### config.mk
export PLATFORM = sky130hd
export DESIGN_NAME = move_input_ctrl
export DESIGN_NICKNAME = d
export VERILOG_FILES = /design/src/rtl/move_input_ctrl.sv
export SDC_FILE = /design/constraint.sdc
export NUM_CORES = 1
export LEC_CHECK = 0
export BUFFER_PORTS_ARGS = -buffer_cell sky130_fd_sc_hd__buf_2
export CAP_MARGIN = 20
export CELL_PAD_IN_SITES_DETAIL_PLACEMENT = 1
export CELL_PAD_IN_SITES_GLOBAL_PLACEMENT = 1
export CORE_MARGIN = 5
export CORE_UTILIZATION = 40
export CTS_CLUSTER_SIZE = 24
export DETAILED_ROUTE_END_ITERATION = 10
export PLACE_DENSITY = 0.83
export SYNTH_ARGS = -nofsm -noshare
export SYNTH_HDL_FRONTEND = slang
export SYNTH_SLANG_ARGS = --single-unit
### constraint.sdc
create_clock -name clk -period 2.08 [get_ports clk]
set_clock_uncertainty 0.2 [all_clocks]
set_input_delay 0.624 -clock clk [delete_from_list [all_inputs] [get_ports clk]]
set_output_delay 0.624 -clock clk [all_outputs]
set_load 0.02 [all_outputs]
### src/rtl/move_input_ctrl.sv
// Column-select front end for one player: synchronizes and debounces the three
// raw buttons, then walks a cursor over the 7 columns and issues one move per turn.
module move_input_ctrl #(
  parameter int DEBOUNCE_CYCLES = 16
) (
  input  logic       clk,
  input  logic       rst,
  input  logic       btn_left,
  input  logic       btn_right,
  input  logic       btn_confirm,
  input  logic       enable,
  input  logic [6:0] col_full,
  output logic [2:0] move_col,
  output logic       move_valid,
  output logic [2:0] cursor_col,
  output logic       reject,
  output logic       sel_active
);

  localparam int              CW       = 16;
  localparam logic [CW-1:0]   CNT_LAST = CW'(DEBOUNCE_CYCLES - 1);
  localparam logic [2:0]      COL_HOME = 3'd3;

  typedef enum logic [1:0] {
    ST_IDLE,
    ST_SELECT,
    ST_ISSUE,
    ST_WAIT_RELEASE
  } state_t;

  function automatic logic [2:0] f_cursor_inc(input logic [2:0] c);
    return (c == 3'd6) ? 3'd0 : c + 3'd1;
  endfunction

  function automatic logic [2:0] f_cursor_dec(input logic [2:0] c);
    return (c == 3'd0) ? 3'd6 : c - 3'd1;
  endfunction

  // Bit order in all per-button vectors: {confirm, right, left}
  logic [2:0]    w_btn_raw;
  logic [2:0]    r_btn_p0;
  logic [2:0]    r_btn_p1;
  logic [2:0]    r_db;
  logic [2:0]    r_db_d;
  logic [2:0]    r_evt;
  logic [CW-1:0] r_cnt [3];

  assign w_btn_raw = {btn_confirm, btn_right, btn_left};

  // Stage p0/p1: two-flop synchronizer, then debounce counter and rising-edge event
  always_ff @(posedge clk or negedge rst) begin
    if (!rst) begin
      r_btn_p0 <= '0;
      r_btn_p1 <= '0;
      r_db     <= '0;
      r_db_d   <= '0;
      r_evt    <= '0;
      for (int i = 0; i < 3; i++) r_cnt[i] <= '0;
    end else begin
      r_btn_p0 <= w_btn_raw;
      r_btn_p1 <= r_btn_p0;
      r_db_d   <= r_db;
      r_evt    <= r_db & ~r_db_d;
      for (int i = 0; i < 3; i++) begin
        if (r_btn_p1[i] == r_db[i]) begin
          r_cnt[i] <= '0;
        end else if (r_cnt[i] == CNT_LAST) begin
          r_db[i]  <= ~r_db[i];
          r_cnt[i] <= '0;
        end else begin
          r_cnt[i] <= r_cnt[i] + 1'b1;
        end
      end
    end
  end

  logic       w_evt_left;
  logic       w_evt_right;
  logic       w_evt_confirm;
  logic [7:0] w_full;

  assign w_evt_left    = r_evt[0];
  assign w_evt_right   = r_evt[1];
  assign w_evt_confirm = r_evt[2];
  assign w_full        = {1'b0, col_full};

  state_t     r_state;
  logic [2:0] r_cursor;
  logic [2:0] r_move_col;
  logic       r_move_valid;
  logic       r_reject;

  // Turn FSM: move_valid is registered on entry to ISSUE so it spans exactly that state
  always_ff @(posedge clk or negedge rst) begin
    if (!rst) begin
      r_state      <= ST_IDLE;
      r_cursor     <= COL_HOME;
      r_move_col   <= '0;
      r_move_valid <= 1'b0;
      r_reject     <= 1'b0;
    end else begin
      r_move_valid <= 1'b0;
      r_reject     <= 1'b0;
      case (r_state)
        ST_IDLE: begin
          if (enable) begin
            r_state  <= ST_SELECT;
            r_cursor <= COL_HOME;
          end
        end
        ST_SELECT: begin
          if (!enable) begin
            r_state <= ST_IDLE;
          end else begin
            if (w_evt_left && !w_evt_right) begin
              r_cursor <= f_cursor_dec(r_cursor);
            end else if (w_evt_right && !w_evt_left) begin
              r_cursor <= f_cursor_inc(r_cursor);
            end
            // Column chosen is the cursor before any same-cycle left/right move
            if (w_evt_confirm) begin
              if (w_full[r_cursor]) begin
                r_reject <= 1'b1;
              end else begin
                r_state      <= ST_ISSUE;
                r_move_col   <= r_cursor;
                r_move_valid <= 1'b1;
              end
            end
          end
        end
        ST_ISSUE: begin
          r_state <= ST_WAIT_RELEASE;
        end
        ST_WAIT_RELEASE: begin
          if (!enable) r_state <= ST_IDLE;
        end
        default: begin
          r_state <= ST_IDLE;
        end
      endcase
    end
  end

  assign move_col   = r_move_col;
  assign move_valid = r_move_valid;
  assign cursor_col = r_cursor;
  assign reject     = r_reject;
  assign sel_active = (r_state == ST_SELECT);

endmodule
==> impl_metrics.json <==
{
  "fillers": 921,
  "routed_wl_um": 7390,
  "clkSlewWorstSetupHoldPaths_ps": 80,
  "synth_xor_area_frac": 0.1102,
  "synthTopCellsByArea": "dfrtp_1, xnor2_1, nor2_1",
  "drtAntennaViolNets": 0,
  "port_buffers": 21,
  "synth_top_family_by_area": "simple AND/OR/NAND/NOR gates",
  "synth_compound_area_frac": 0.04028,
  "setup_slack_ps": -12.85,
  "final_cells": 476,
  "grt_pass1_wl_um": 12980,
  "dpl.hpwl_um": 5085,
  "die_w_um": 102.4,
  "max_freq_ghz": 0.4778,
  "ir_worst_vdd_v": 0.0003954,
  "design.core.area_mm2": 0.008258,
  "drive_gt1_frac": 0.1941,
  "avgSynthCellArea_um2": 10.45,
  "clk_latency_ps": 350,
  "place_inst": 458,
  "dpl-instance-area_mm2": 0.003747,
  "n_antenna_cell": 0,
  "die_h_um": 102.4,
  "pre_cts_ws_ps": 5.389,
  "p_leak_nw": 1.721,
  "critPathRequiredTime_ps": 2110,
  "synth_commonest_cells": "dfrtp_1, nor2_1, xnor2_1, nand3_1, nor4_1",
  "max_stage_delay_ps": 620,
  "power.total_mw": 3.162,
  "cap_violations": 0,
  "stdcell_area_mm2": 0.004020,
  "antenna_found_initial": 0,
  "crit_chain": "buf_12 -> mux2_4 -> a2bb2oi_2 -> a31oi_4 -> mux2_2",
  "syn2layout_area_growth_pct": 17.65,
  "crit_type": "reg2reg",
  "synth-edff-count": 0,
  "netlist.area_leader.share": 0.5200,
  "yosys.area.top_type": "dfrtp_1",
  "cts_tree": "yes",
  "ys_async_sr_fraction": 1.000,
  "cts_htree_levels": 3,
  "power_density_mw_per_mm2": 786.6,
  "root_buffer": "clkbuf_8",
  "slew_headroom": 0.7402,
  "synthSimpleGateAreaFrac": 0.2226,
  "grt_start_max_net_pins": 74,
  "synth_area_mm2": 0.003417,
  "tightestPinTransition_ps": 389.8,
  "synth_fa_ha_area_frac": 0.02929,
  "hold_ws_ps": 81.39,
  "yosysMostFrequentCell": "dfrtp_1",
  "gr-total-overflow": 0,
  "wire_per_inst_um": 15.53,
  "rsz0062_at_grt": "yes",
  "grt_pass1_vias": 2799,
  "via_per_inst": 5.326,
  "place_congestion": 0.8418,
  "ys.warnings.count": 0,
  "num_rows": 33,
  "synth_nets": 348,
  "crit_fanout": 5,
  "dr.pass1.iters": 4,
  "clockBufferDepth": 2,
  "synth.mux.area_fraction": 0.04138,
  "syn_inst": 327,
  "cts_num_sinks": 73,
  "synth_ff_type": "dfrtp_1",
  "drtIter0Drc": 39,
  "finalSetupViolCount": 3,
  "ys_seq_area_frac": 0.5353,
  "slew_violations": 0,
  "run_status": "finished, violations left",
  "cts_made_buffers": 9,
  "grt_usage": 0.1577,
  "hold_path_class": "in2async",
  "min_period_ps": 2093,
  "route.vias.total": 2535,
  "crit_path_top_delay_cell": "dfstp_2",
  "ys_types": 38,
  "nets": 387,
  "drc_errors": 0,
  "violations": "negative setup slack",
  "die_area_mm2": 0.01049,
  "finalCritPeriodShare": 1.006,
  "ff2ff_path_depth": 5,
  "worstSetupEndpointType": "register",
  "worstPathArrival_ps": 2120,
  "ys_seq_elements": 73,
  "io-pin-count": 22,
  "hold_violations": 0,
  "start_util": 0.4138,
  "start_kind": "register"
}
-- worst paths after layout --
| kind | start | to | slack, ps |
|---|---|---|---|
| min reg2reg | r_btn_p0[0] | r_btn_p1[0] | 160 |
| max | cursor_col[1] | move_col[0] | -10 |
| min | rst | r_cnt[28] | 80 |
| max in group asynchronous | rst | cursor_col[0] | 1260 |
| max reg2reg | cursor_col[1] | move_col[0] | -10 |
| min in group clk | r_btn_p0[0] | r_btn_p1[0] | 160 |
-- area by class of cell --
cell class	instances	area, µm²	area share
timing repair buffer	32	221.5	0.05509
inverter	14	57.56	0.01432
clock buffer	9	123.9	0.03081
clock inverter	7	95.09	0.02365
sequential	73	1829	0.4550
tap	105	131.4	0.03268
multi-input combinational	236	1562	0.3884
-- metal layers --
metal  global-route usage  up-vias  wire, µm  part of all wire
li1                     -     1213         -                 -
met1               0.1845     1261      3189              0.43
met3              0.04778       15       285             0.039
met4              0.04945        0       136             0.018
met2               0.2766       46      3778              0.51
met5                    0        -         0                 0
-- what timing repair did --
item | in CTS | in global routing
setup buffers | 2 | 0
endpoints found under the hold margin | 0 | 0
resized for setup | 4 | 4
endpoints found under the setup margin | 5 | 26
pin swaps | 1 | 0
hold buffers | 0 | 0
-- power breakdown --
| part | internal [mW] | switching [mW] | total (mW) |
|---|---|---|---|
| registers | 1.46 | 0.0470 | 1.51 |
| logic | 0.201 | 0.242 | 0.444 |
| clock network | 0.672 | 0.536 | 1.21 |
| total | 2.34 | 0.825 | 3.16 |
-- logic make-up (layout without fill, tap and decap cells) --
kind of cell,after synthesis,count (layout)
muxes,12,12
adders and majority gates,8,8
DFF,73,73
AOI/OAI and AO/OA,19,19
xor gates and xnor gates,43,43
buffers and inverters,18,62
and+or+nand+nor,154,154
-- registers in the layout, summed over array words and instances (netlist names), named ones only --
signal,flops
r_cnt,48
r_evt,3
r_state,1
r_db,3
r_db_d,3
r_btn_p1,3
move_col,3
cursor_col,3
move_valid,1
r_btn_p0,3
reject,1
-- layout by cell type, fill, tap and decap left out, drive strengths merged, types with 2 or more instances in the layout --
| cell type | synthesis | routed |
|---|---|---|
| ha | 8 | 8 |
| bufinv | 0 | 2 |
| a31oi | 4 | 4 |
| nor4 | 20 | 20 |
| nor2 | 54 | 54 |
| dfrtp | 71 | 71 |
| buf | 1 | 32 |
| nand4 | 11 | 11 |
| or2 | 3 | 3 |
| dfstp | 2 | 2 |
| nand3 | 23 | 23 |
| mux2i | 4 | 4 |
| nand2b | 3 | 3 |
| xor2 | 9 | 9 |
| nor3 | 11 | 11 |
| a21oi | 3 | 3 |
| o21ai | 5 | 5 |
| clkinvlp | 0 | 4 |
| nor2b | 6 | 6 |
| mux2 | 7 | 7 |
| clkbuf | 3 | 9 |
| xnor2 | 34 | 34 |
| inv | 14 | 14 |
| and3 | 6 | 6 |
| nand2 | 15 | 15 |
-- metrics by stage --
step / util / setup TNS (ps)
2_1_floorplan: - / 0
3_3_place_gp: 0.4538 / 0
3_5_place_dp: 0.4538 / 0
4_1_cts: 0.4852 / -12.03
5_1_grt: 0.4868 / -277.7
6_report: 0.4868 / -16.98
-- worst max-delay path, delay by kind of cell (launching register included) --
kind	cells	cell delay [ps]
mux	2	650
flops	1	620
compound gates	2	390
buf+inv	1	120
Power figures use the tool's default switching activity.
